### config.mk
export PLATFORM = sky130hd
export DESIGN_NAME = dmem_responder
export DESIGN_NICKNAME = d
export VERILOG_FILES = /design/src/rtl/dmem_responder.sv
export SDC_FILE = /design/constraint.sdc
export NUM_CORES = 1
export LEC_CHECK = 0
export BUFFER_PORTS_ARGS = -buffer_cell sky130_fd_sc_hd__buf_4
export CORE_UTILIZATION = 45
export DETAILED_ROUTE_END_ITERATION = 7
export PLACE_DENSITY = 0.58
export SYNTH_ARGS = -nofsm -noshare
export SYNTH_HDL_FRONTEND = slang
export SYNTH_SLANG_ARGS = --single-unit
### constraint.sdc
create_clock -name clk -period 3.6 [get_ports clk]
set_input_delay 0.18 -clock clk [delete_from_list [all_inputs] [get_ports clk]]
set_output_delay 0.18 -clock clk [all_outputs]
set_load 0.01 [all_outputs]
### src/rtl/dmem_responder.sv
// dmem_responder: target end of the MEM-stage load/store interface.
// A request is accepted over valid/ready. The block then spends WAIT_STATES
// wait cycles, performs a read or a byte-masked write, and holds the
// response until the MEM stage takes it.
// Optional feature: define DMEM_BOUNDS_CHECK_EN to flag out-of-range
// addresses with rsp_err. When it is undefined, addresses wrap modulo DEPTH.
module dmem_responder #(
  parameter int unsigned DEPTH       = 32,
  parameter int unsigned WAIT_STATES = 2
) (
  input  logic        clk,
  input  logic        rst_n,
  input  logic        req_valid,
  output logic        req_ready,
  input  logic        req_we,
  input  logic [31:0] req_addr,
  input  logic [3:0]  req_be,
  input  logic [31:0] req_wdata,
  output logic        rsp_valid,
  input  logic        rsp_ready,
  output logic [31:0] rsp_rdata,
  output logic        rsp_err
);

  localparam int unsigned AW       = $clog2(DEPTH);
  localparam logic [3:0]  CNT_LOAD = (WAIT_STATES == 0) ? 4'd0 : 4'(WAIT_STATES - 1);

  typedef enum logic [1:0] {S_IDLE, S_WAIT, S_RESP} state_e;
  typedef logic [DEPTH-1:0][31:0] mem_t;

  // Power-up contents: each word holds its own index.
  function automatic mem_t mem_init();
    mem_t m;
    for (int unsigned i = 0; i < DEPTH; i++) m[i] = 32'(i);
    return m;
  endfunction

  // Storage is not touched by rst_n.
  mem_t mem_q = mem_init();

  state_e      state_q;
  logic [3:0]  cnt_q;
  logic        we_q;
  logic [31:0] addr_q;
  logic [3:0]  be_q;
  logic [31:0] wdata_q;
  logic        req_ready_q;
  logic        rsp_valid_q;
  logic [31:0] rsp_rdata_q;
  logic        rsp_err_q;

  logic          acc_we;
  logic [31:0]   acc_addr;
  logic [3:0]    acc_be;
  logic [31:0]   acc_wdata;
  logic [AW-1:0] acc_idx;
  logic          acc_fire;
  logic          acc_oob;
  logic [31:0]   acc_rdata;

  // Access operands: the live request port when accessing on the accept
  // edge (zero wait states), otherwise the latched request.
  always_comb begin
    acc_we    = we_q;
    acc_addr  = addr_q;
    acc_be    = be_q;
    acc_wdata = wdata_q;
    if (state_q == S_IDLE) begin
      acc_we    = req_we;
      acc_addr  = req_addr;
      acc_be    = req_be;
      acc_wdata = req_wdata;
    end
  end

  assign acc_idx   = acc_addr[AW-1:0];
  assign acc_rdata = mem_q[acc_idx];
  assign acc_fire  = ((state_q == S_IDLE) && req_valid && req_ready_q && (WAIT_STATES == 0)) ||
                     ((state_q == S_WAIT) && (cnt_q == '0));

`ifdef DMEM_BOUNDS_CHECK_EN
  assign acc_oob = (acc_addr >= 32'(DEPTH));
`else
  assign acc_oob = 1'b0;
  logic unused_addr_hi;
  assign unused_addr_hi = ^acc_addr[31:AW];
`endif

  // Byte-masked store. The write is gated by rst_n because the FSM sits in
  // IDLE during reset, and a zero-wait accept would otherwise still fire.
  always_ff @(posedge clk) begin
    if (rst_n && acc_fire && acc_we && !acc_oob) begin
      for (int unsigned k = 0; k < 4; k++) begin
        if (acc_be[k]) mem_q[acc_idx][8*k +: 8] <= acc_wdata[8*k +: 8];
      end
    end
  end

  // Request/response FSM with registered handshake outputs.
  always_ff @(posedge clk or negedge rst_n) begin
    if (!rst_n) begin
      state_q     <= S_IDLE;
      cnt_q       <= '0;
      we_q        <= 1'b0;
      addr_q      <= '0;
      be_q        <= '0;
      wdata_q     <= '0;
      req_ready_q <= 1'b1;
      rsp_valid_q <= 1'b0;
      rsp_rdata_q <= '0;
      rsp_err_q   <= 1'b0;
    end else begin
      case (state_q)
        S_IDLE: begin
          if (req_valid && req_ready_q) begin
            we_q        <= req_we;
            addr_q      <= req_addr;
            be_q        <= req_be;
            wdata_q     <= req_wdata;
            req_ready_q <= 1'b0;
            if (WAIT_STATES == 0) begin
              state_q     <= S_RESP;
              rsp_valid_q <= 1'b1;
              rsp_rdata_q <= (acc_we || acc_oob) ? '0 : acc_rdata;
              rsp_err_q   <= acc_oob;
            end else begin
              state_q <= S_WAIT;
              cnt_q   <= CNT_LOAD;
            end
          end
        end
        S_WAIT: begin
          if (cnt_q != '0) begin
            cnt_q <= cnt_q - 4'd1;
          end else begin
            state_q     <= S_RESP;
            rsp_valid_q <= 1'b1;
            rsp_rdata_q <= (acc_we || acc_oob) ? '0 : acc_rdata;
            rsp_err_q   <= acc_oob;
          end
        end
        S_RESP: begin
          if (rsp_ready) begin
            state_q     <= S_IDLE;
            rsp_valid_q <= 1'b0;
            req_ready_q <= 1'b1;
          end
        end
        default: begin
          state_q     <= S_IDLE;
          rsp_valid_q <= 1'b0;
          req_ready_q <= 1'b1;
        end
      endcase
    end
  end

  assign req_ready = req_ready_q;
  assign rsp_valid = rsp_valid_q;
  assign rsp_rdata = rsp_rdata_q;
  assign rsp_err   = rsp_err_q;

endmodule

== After elaboration in Yosys (flattened, before gate mapping) ==
Cells that the tools add are included.
Storage, ports and cells
  word-level logic and storage cells: 107
  register bits: 1106
Operators by class
  add/subtract/negate cells: 1
  equality and inequality tests: 6
  bitwise gates (word level): 3
  mux-type cells: 39
  magnitude comparators: 2
  reductions and logical operators: 15
Operators with widths (count)
  $mux 1024: 7
  $bwmux 1024: 4
  $demux 32 s5: 4
  $bmux 32 s5: 1
  $mux 32: 4
  $mux 24: 1
  $mux 16: 1
  $mux 4: 3
  $reduce_and 3->1: 4
  $mux 8: 1
  $pmux 4 s2: 1
  $lt 5x6->1 const B: 1
  $mux 2: 3
  $pmux 1 s3: 2
  $pmux 2 s3: 1
  $ge 5x1->1 const B: 1
  $logic_and 1x1->1: 5
  $mux 1: 5
  $mux 5: 1
  $logic_not 4->1: 1
  $ne 2x1->1 const B: 2
  $ne 2x2->1 const B: 2
  $reduce_and 2->1: 2
  $reduce_bool 4->1: 1
  other kinds (6): 8

== Logic depth before layout (Yosys ltp) ==
Gate-level depths: netlist (run 1).
  depth after elaboration: 17
  mapped depth: 9
  depth with buffers taken out: 7

== Least setup slack after synthesis (run 1) ==
Ideal clock, no wire load.
  path kind: register -> register
  start: reg state_q[1]
  end: reg mem_q[128] (netlist name) (enable)
  path slack: 0.911 ns
  library setup time: 0.383 ns
  required time: 3.217 ns
  arrival: 2.305 ns
  period minus slack after synthesis: 2.689 ns
  cell stages (with the launch flop): 8
  path through: dfrtp_1 buf_2 nor4_1 a31oi_4 buf_2 buf_1 clkbuf_1 nor3_1
Between the ends
  word-level cells in the longest chain between the ends: 4
  elaborated cells on any way between the ends: 6
RTL lines
  from (decl): RTL line 41  | state_e state_q;
  from (signal assigned): RTL line 102  | state_q <= S_IDLE;
  from (signal assigned): RTL line 122  | state_q <= S_RESP;
  from (signal assigned): RTL line 127  | state_q <= S_WAIT;
  $eq 2x1->1: RTL line 79  | ((state_q == S_WAIT) && (cnt_q == '0));
  $logic_and 1x1->1: RTL line 79
  $logic_and 1x1->1: RTL line 92  | if (rst_n && acc_fire && acc_we && !acc_oob) begin
  $logic_and 1x1->1 (*): RTL line 92
  to (signal, indexed assignment): RTL line 94  | if (acc_be[k]) mem_q[acc_idx][8*k +: 8] <= acc_wdata[8*k +: 8];
  to (decl): RTL line 39  | mem_t mem_q = mem_init();
Mark *: on every way between the ends. The rest lies on a longest branch, timed or not.
A chain may end at the register's enable or synchronous reset.

== Worst setup path in the final report (run 1) ==
  start: reg state_q[0]
  end: reg mem_q[214] (netlist name) (enable)
Same word-level chain as after synthesis.

==> flow_summary_export.csv, run 1 <==
group,metric,value,unit
run_status,status,"complete, no violations",
logic_synthesis,ys_warn_count,0,
die,initial_utilization,0.457,
global_routing,grt_antenna_before_repair,1,
detailed_routing,dr_total_vias,26605,
cells_and_area,nFillCells,7363,
logic_synthesis,async_flop_share,0.0741,
worst_setup_path,end_kind,"flop",
timing,worst_slack,232,ps
place,place_hpwl,69300,µm
logic_synthesis,synth-seq-area-share,0.777,
clock_tree,path_clk_slew,60,ps
cells_and_area,drive_gt1_frac,0.177,
detailed_routing,detail-route-antenna-nets,0,
cells_and_area,regArea,0.0328,mm²
logic_synthesis,synth_edf_count,1024,
clock_tree,cts_tree,"built",
timing,setup_viol,0,
timing,tns,0,ps
power,p_per_area,723,mW/mm²
clock_tree,numCtsBuffers,110,
hold_path,worstHoldPathType,"in -> async",
cells_and_area,n_antenna_cell,0,
worst_setup_path,r2r-start,"state_q[0]$_DFFE_PN0P_",
timing,slew_headroom,0.125,
die,core-area,0.0924,mm²
detailed_routing,dr.first_iter.drc_count,2791,
timing,worst_hold_slack,206,ps
die,ioPinCount,108,
clock_tree,ctsLongestPathBuffers,3,
place,post-place-ws,255,ps
cells_and_area,multi_input_area,0.00864,mm²
timing,worst_slew_pin_slew,1300,ps
clock_tree,htree_levels,3,
worst_setup_path,worstSetupStartpointType,"flop",
detailed_routing,drc,0,
die,num_rows,111,
detailed_routing,drt-pass1-iter-count,5,
job,cap_viol_max_count,0,
logic_synthesis,ys_ff_latch,1106,
worst_setup_path,worstPathArrival,3670,ps
logic_synthesis,synth_nets,2961,
cells_and_area,final_cells,4506,
worst_setup_path,cp_max_fo,27,
global_routing,grt_max_degree,53,
timing,maxSlewViolCount,0,
timing,post-route-min-period,3370,ps
global_routing,grt_pass1_wl,167000,µm
cells_and_area,final_nets,3240,
power,ir_drop,0.613,mV
place,dp.cells,4251,
logic_synthesis,synth_area,0.0422,mm²
timing,hold_viol,0,
cells_and_area,fin_area,0.0499,mm²
clock_tree,clock_latency,690,ps
place,numPortBuffers,79,
cells_and_area,synthToLayoutAreaGrowth,18.3,%
detailed_routing,wire_per_inst,24.9,µm
clock_tree,clkSinkCount,1106,
timing,grt_setup_unrepaired,"no",
global_routing,overflow,0,
worst_setup_path,required,3900,ps
logic_synthesis,syn_avg_cell_area,14.6,µm²
global_routing,grt_use_total,0.237,
logic_synthesis,synth-main-ff-cell,"edfxtp_1",
place,place_area,0.0457,mm²
timing,max_freq,297,MHz
detailed_routing,wirelength,112000,µm
die,die-area,0.0950,mm²
timing,fin_skew,38.7,ps
power,total_power,36.1,mW
cells_and_area,finish.utilization,0.541,
die,die_x,308,µm
detailed_routing,vias_per_cell,5.90,
die,chipHeight,308,µm
worst_setup_path,worstSetupPathType,"reg -> reg",
timing,fin_crit_sh,0.936,
global_routing,grt_pass1_vias,26476,
logic_synthesis,ys_types,41,
logic_synthesis,synthCells,2886,
clock_tree,cts-root-buf,"clkbuf_16",
power,p_leak,16.3,nW
clock_tree,post-cts-setup-buffer-count,0,
worst_setup_path,cp-startpoint,"state_q[0]$_DFFE_PN0P_",
place,gp_congestion,0.818,
timing repair:
action,4_1_cts,5_1_grt
resized for setup,0,0
endpoints found under the hold margin,75,0
hold buffers,45,0
cells in the final DEF (no fill, tap or decap), types with 14 or more instances in the layout:
cell,instances
nor3_1,73
clkbuf_8,14
clkinv_2,16
dlygate4sd3_1,45
o21ai_0,117
clkbuf_16,111
o22ai_1,512
nand2_1,188
dfrtp_1,81
buf_12,18
mux2_2,43
edfxtp_1,1024
clkbuf_1,34
nand4_1,33
nor2_1,318
nand3_1,33
bufinv_16,14
o21ai_1,144
o31ai_1,32
buf_4,314
per-layer routing:
| layer | up-vias | GRT usage | share of wire |
|---|---|---|---|
| li1 | 11878 | - | - |
| met1 | 13502 | 0.338 | 0.42 |
| met2 | 1086 | 0.373 | 0.47 |
| met3 | 139 | 0.0397 | 0.078 |
| met4 | 0 | 0.0738 | 0.026 |
| met5 | - | 0 | 0 |
cells in the mapped netlist (4+ instances only):
cell type  instances  area share
dfrtp_1           81       0.048
a31oi_4            5      0.0025
mux2i_1           12      0.0028
mux2_2            43       0.011
inv_1              4     0.00036
nor3_1            73      0.0087
o21ai_0          117       0.014
o31ai_1           32      0.0057
clkbuf_1          96      0.0085
o21ai_1          144       0.017
a21oi_1            4     0.00047
edfxtp_1        1024        0.73
buf_1              5     0.00044
nor2_1           328       0.029
nand2_1          189       0.017
o22ai_1          512       0.076
nand2b_1           7      0.0010
nand4_1           33      0.0049
or3_1              9      0.0013
nand3_1           33      0.0039
buf_2            107       0.013
worst paths after layout:
| path | depth (start not counted) | end | slack [ps] |
|---|---|---|---|
| max in group asynchronous | 4 | rsp_rdata[6]$_DFFE_PN0N_ | 2130 |
| setup / recovery | 5 | mem_q[214]$_DFFE_PP_ | 230 |
| min in group clk | 3 | wdata_q[13]$_DFFE_PN0P_ | 280 |
| hold reg to reg | 2 | rsp_rdata[16]$_DFFE_PN0N_ | 480 |
| hold / removal | 3 | rsp_rdata[31]$_DFFE_PN0N_ | 210 |
| setup reg to reg | 5 | mem_q[214]$_DFFE_PP_ | 230 |
area by class of cell:
class / count / share of cell area
clock buffers: 159 / 0.0620
clock inverters: 51 / 0.0135
inverters: 4 / 0.000301
multi-input cells: 1566 / 0.173
flip-flops and latches: 1106 / 0.657
well taps: 1243 / 0.0311
repair buffers: 377 / 0.0634
cells by family after synthesis:
| logic type | Yosys count | synth area share |
|---|---|---|
| buf+inv | 214 | 0.0225 |
| compound gates | 818 | 0.116 |
| mux | 55 | 0.0143 |
| fa+ha+maj | 2 | 0.000593 |
| xor+xnor | 1 | 0.000207 |
| other cells | 1 | 0.0000888 |
| simple gates | 689 | 0.0691 |
| flops | 1106 | 0.777 |
report_power, final:
group | switching (mW) | total [mW] | leakage [nW] | internal (mW)
logic | 5.88 | 8.32 | 4.52 | 2.44
clock network | 4.84 | 11.8 | 1.83 | 7.00
registers | 0.366 | 15.9 | 9.90 | 15.6
total | 11.1 | 36.1 | 16.3 | 25.0
registers in the layout, indices dropped and copies added (netlist names):
signal and cells:
addr_q 5, be_q 4, cnt_q 4, mem_q 1024, req_ready 1, rsp_rdata 32, rsp_valid 1, state_q 2
wdata_q 32, we_q 1
worst max-delay path: stages (launching register included):
cell and delay [ps]:
dfrtp_1 640, or2_2 250, buf_4 430, nand2_1 100, a21o_1 450, nor3_1 1120
Note: power is estimated with default switching activity, not from simulation.
==> run 2: changes to the inputs <==
--- a/config.mk
+++ b/config.mk
@@ -8,7 +8,7 @@
 export BUFFER_PORTS_ARGS = -buffer_cell sky130_fd_sc_hd__buf_4
 export CORE_UTILIZATION = 45
 export DETAILED_ROUTE_END_ITERATION = 7
-export PLACE_DENSITY = 0.58
+export PLACE_DENSITY = 0.6
 export SYNTH_ARGS = -nofsm -noshare
 export SYNTH_HDL_FRONTEND = slang
 export SYNTH_SLANG_ARGS = --single-unit
==> constraint.sdc (replaced) <==
create_clock -name clk -period 2.8 [get_ports clk]
set_input_delay 0.14 -clock clk [delete_from_list [all_inputs] [get_ports clk]]
set_output_delay 0.14 -clock clk [all_outputs]
set_load 0.01 [all_outputs]
==> run 2 against run 1 <==
Compared with the run above: largest cell class unchanged; critical path depth rose by 5; sequential cell count unchanged; critical endpoint is now rsp_rdata[2]$_DFFE_PN0N_; global-route usage is 0.14 points lower; non-clock buffer count rose by 118; worst hold slack worse by 69 ps; via count is 2.8% higher; die area unchanged; clock skew down 11 ps; first-iteration DRC count rose by 11%; count of clock-buffer cells in the layout rose by 8; critical path type unchanged.
==> flow_summary_export.csv, run 2 (synthesized netlist as in run 1, its figures left out) <==
group,metric,value,unit
global_routing,grt_pass1_vias,26864,
cells_and_area,synthToLayoutAreaGrowth,21.5,%
worst_setup_path,cp_max_fo,12,
global_routing,overflow,0,
place,place_hpwl,70300,µm
timing,maxSlewViolCount,0,
die,core-area,0.0924,mm²
detailed_routing,wire_per_inst,24.9,µm
timing,setup_viol,0,
die,num_rows,111,
cells_and_area,n_antenna_cell,0,
worst_setup_path,required,3380,ps
timing,worst_slew_pin_slew,1000,ps
worst_setup_path,worstReg2RegEnd,"rsp_rdata[2]$_DFFE_PN0N_",
clock_tree,numCtsBuffers,110,
die,chipHeight,308,µm
job,cap_viol_max_count,0,
cells_and_area,layout_common_cells,"edfxtp_1, o22ai_1, buf_4",
timing,slew_headroom,0.332,
die,die-area,0.0950,mm²
detailed_routing,dr.first_iter.drc_count,3085,
clock_tree,path_clk_slew,60,ps
worst_setup_path,cp_slowest_stage_delay,440,ps
global_routing,grt_max_degree,50,
worst_setup_path,r2r-start,"state_q[0]$_DFFE_PN0P_",
clock_tree,ctsLongestPathBuffers,3,
power,ir_drop,0.634,mV
global_routing,grt_use_total,0.236,
worst_setup_path,worstSetupStartpointType,"flop",
run_status,status,"complete, no violations",
cells_and_area,layout_commonest_cell,"edfxtp_1",
cells_and_area,finish.utilization,0.556,
global_routing,grt_antenna_before_repair,3,
detailed_routing,vias_per_cell,5.92,
timing,fin_skew,28.0,ps
worst_setup_path,path_delay_family,"compound AO/OA/AOI/OAI gates",
worst_setup_path,worstPathArrival,3330,ps
cells_and_area,largest_reg_flops,1024,
die,ioPinCount,108,
power,p_leak,17.0,nW
hold_path,worstHoldPathType,"in -> async",
die,die_x,308,µm
worst_setup_path,slowest_stage,"dfrtp_2",
cells_and_area,drive_gt1_frac,0.212,
timing,fin_crit_sh,0.983,
timing,hold_viol,0,
detailed_routing,wirelength,115000,µm
place,gp_congestion,0.828,
worst_setup_path,path_buf_inv,4,
timing,max_freq,363,MHz
timing,worst_hold_slack,137,ps
die,initial_utilization,0.457,
clock_tree,clkSinkCount,1106,
place,numPortBuffers,79,
cells_and_area,fin_area,0.0513,mm²
clock_tree,clock_latency,690,ps
detailed_routing,drc,0,
worst_setup_path,crit_chain,"or2_2 -> buf_4 -> a31oi_4 -> buf_12 -> clkbuf_16 -> buf_4 -> o22ai_1 -> o21ai_1 -> nand4_1 -> o31ai_1",
worst_setup_path,end_kind,"flop",
timing,post-route-min-period,2750,ps
timing,grt_setup_unrepaired,"yes",
cells_and_area,top_register,"mem_q",
worst_setup_path,crit_top_cell,"buf_4",
worst_setup_path,worstSetupPathType,"reg -> reg",
place,place_area,0.0467,mm²
global_routing,grt_pass1_wl,166000,µm
worst_setup_path,rrSetupSlack,50,ps
detailed_routing,dr_total_vias,27363,
worst_setup_path,rr_worst_depth,10,
clock_tree,cts-root-buf,"clkbuf_16",
clock_tree,cts_tree,"built",
detailed_routing,drt-pass1-iter-count,5,
cells_and_area,final_nets,3358,
clock_tree,htree_levels,3,
detailed_routing,detail-route-antenna-nets,0,
power,p_per_area,922,mW/mm²
==> run 2: cell count changes in the layout (fill, tap and decap cells not counted), moves of 7 or more <==
cell / change
buf_12: +21
nor2_2: +12
nor2_1: -12
buf_6: +7
clkbuf_16: +9
o21ai_0: -13
buf_4: +76
o21ai_1: +8
==> run 2: through the flow <==
| step | setup TNS, ps | setup slack [ps] | power [mW] | cells |
|---|---|---|---|---|
| floorplan | 0 | 111 | 26.4 | 2886 |
| global placement | -2340 | -292 | 31.8 | 4341 |
| detailed placement | -21.4 | -16.4 | 32.1 | 4342 |
| CTS | -0.427 | -0.427 | 46.8 | 4595 |
| global route | -115 | -42.0 | 48.8 | 4621 |
| finish | 0 | 46.4 | 47.3 | 4621 |
==> run 2: worst max-delay path by stage <==
stage                     cells past startpoint                   start  slack, ps                         to
after global routing                         10  state_q[0]$_DFFE_PN0P_        -40  rsp_rdata[22]$_DFFE_PN0N_
final                                        10  state_q[0]$_DFFE_PN0P_         50   rsp_rdata[2]$_DFFE_PN0N_
after detailed placement                     10  state_q[0]$_DFFE_PN0P_        -20  rsp_rdata[22]$_DFFE_PN0N_
after CTS                                     9  state_q[0]$_DFFE_PN0P_       -0.4   rsp_rdata[4]$_DFFE_PN0N_
after global placement                        5  state_q[0]$_DFFE_PN0P_       -290       mem_q[456]$_DFFE_PP_
after floorplan                               7  state_q[1]$_DFFE_PN0P_        110       mem_q[128]$_DFFE_PP_
==> run 2: cell type report <==
type	count	area (µm²)
clock buffer	167	3190
multi-input combinational	1566	8720
sequential	1106	32800
fill	7240	41000
tap	1243	1560
timing repair buffer	495	4600
clock inverter	40	430
inverter	4	15.0
==> run 2: where the power goes <==
| group | internal [mW] | switching [mW] | leakage (nW) |
|---|---|---|---|
| clock | 8.58 | 6.06 | 1.77 |
| combinational | 4.20 | 8.00 | 5.31 |
| sequential | 20.0 | 0.471 | 9.90 |
==> run 2: layer usage <==
metal / part of all wire / vias to the layer above / global-route usage
met2: 0.47 / 1317 / 0.376
met5: 0 / - / 0
met4: 0.022 / 0 / 0.0673
li1: - / 12127 / -
met3: 0.094 / 167 / 0.0418
met1: 0.41 / 13752 / 0.332
==> run 2: repair_timing <==
item / in CTS / in global routing
resized for setup: 8 / 45
buffers inserted: 0 / 18
endpoints found under the hold margin: 102 / 0
hold buffers: 45 / 0
setup endpoints to repair: 16 / 398
pin swaps: 2 / 12
cloned: 1 / 8
==> run 2: worst register-to-register path, cell delays in order (launching register included) <==
cell and delay [ps]:
dfrtp_2 440, or2_2 340, buf_4 190, a31oi_4 350
buf_12 160, clkbuf_16 180, buf_4 160, o22ai_1 80
o21ai_1 180, nand4_1 280, o31ai_1 280
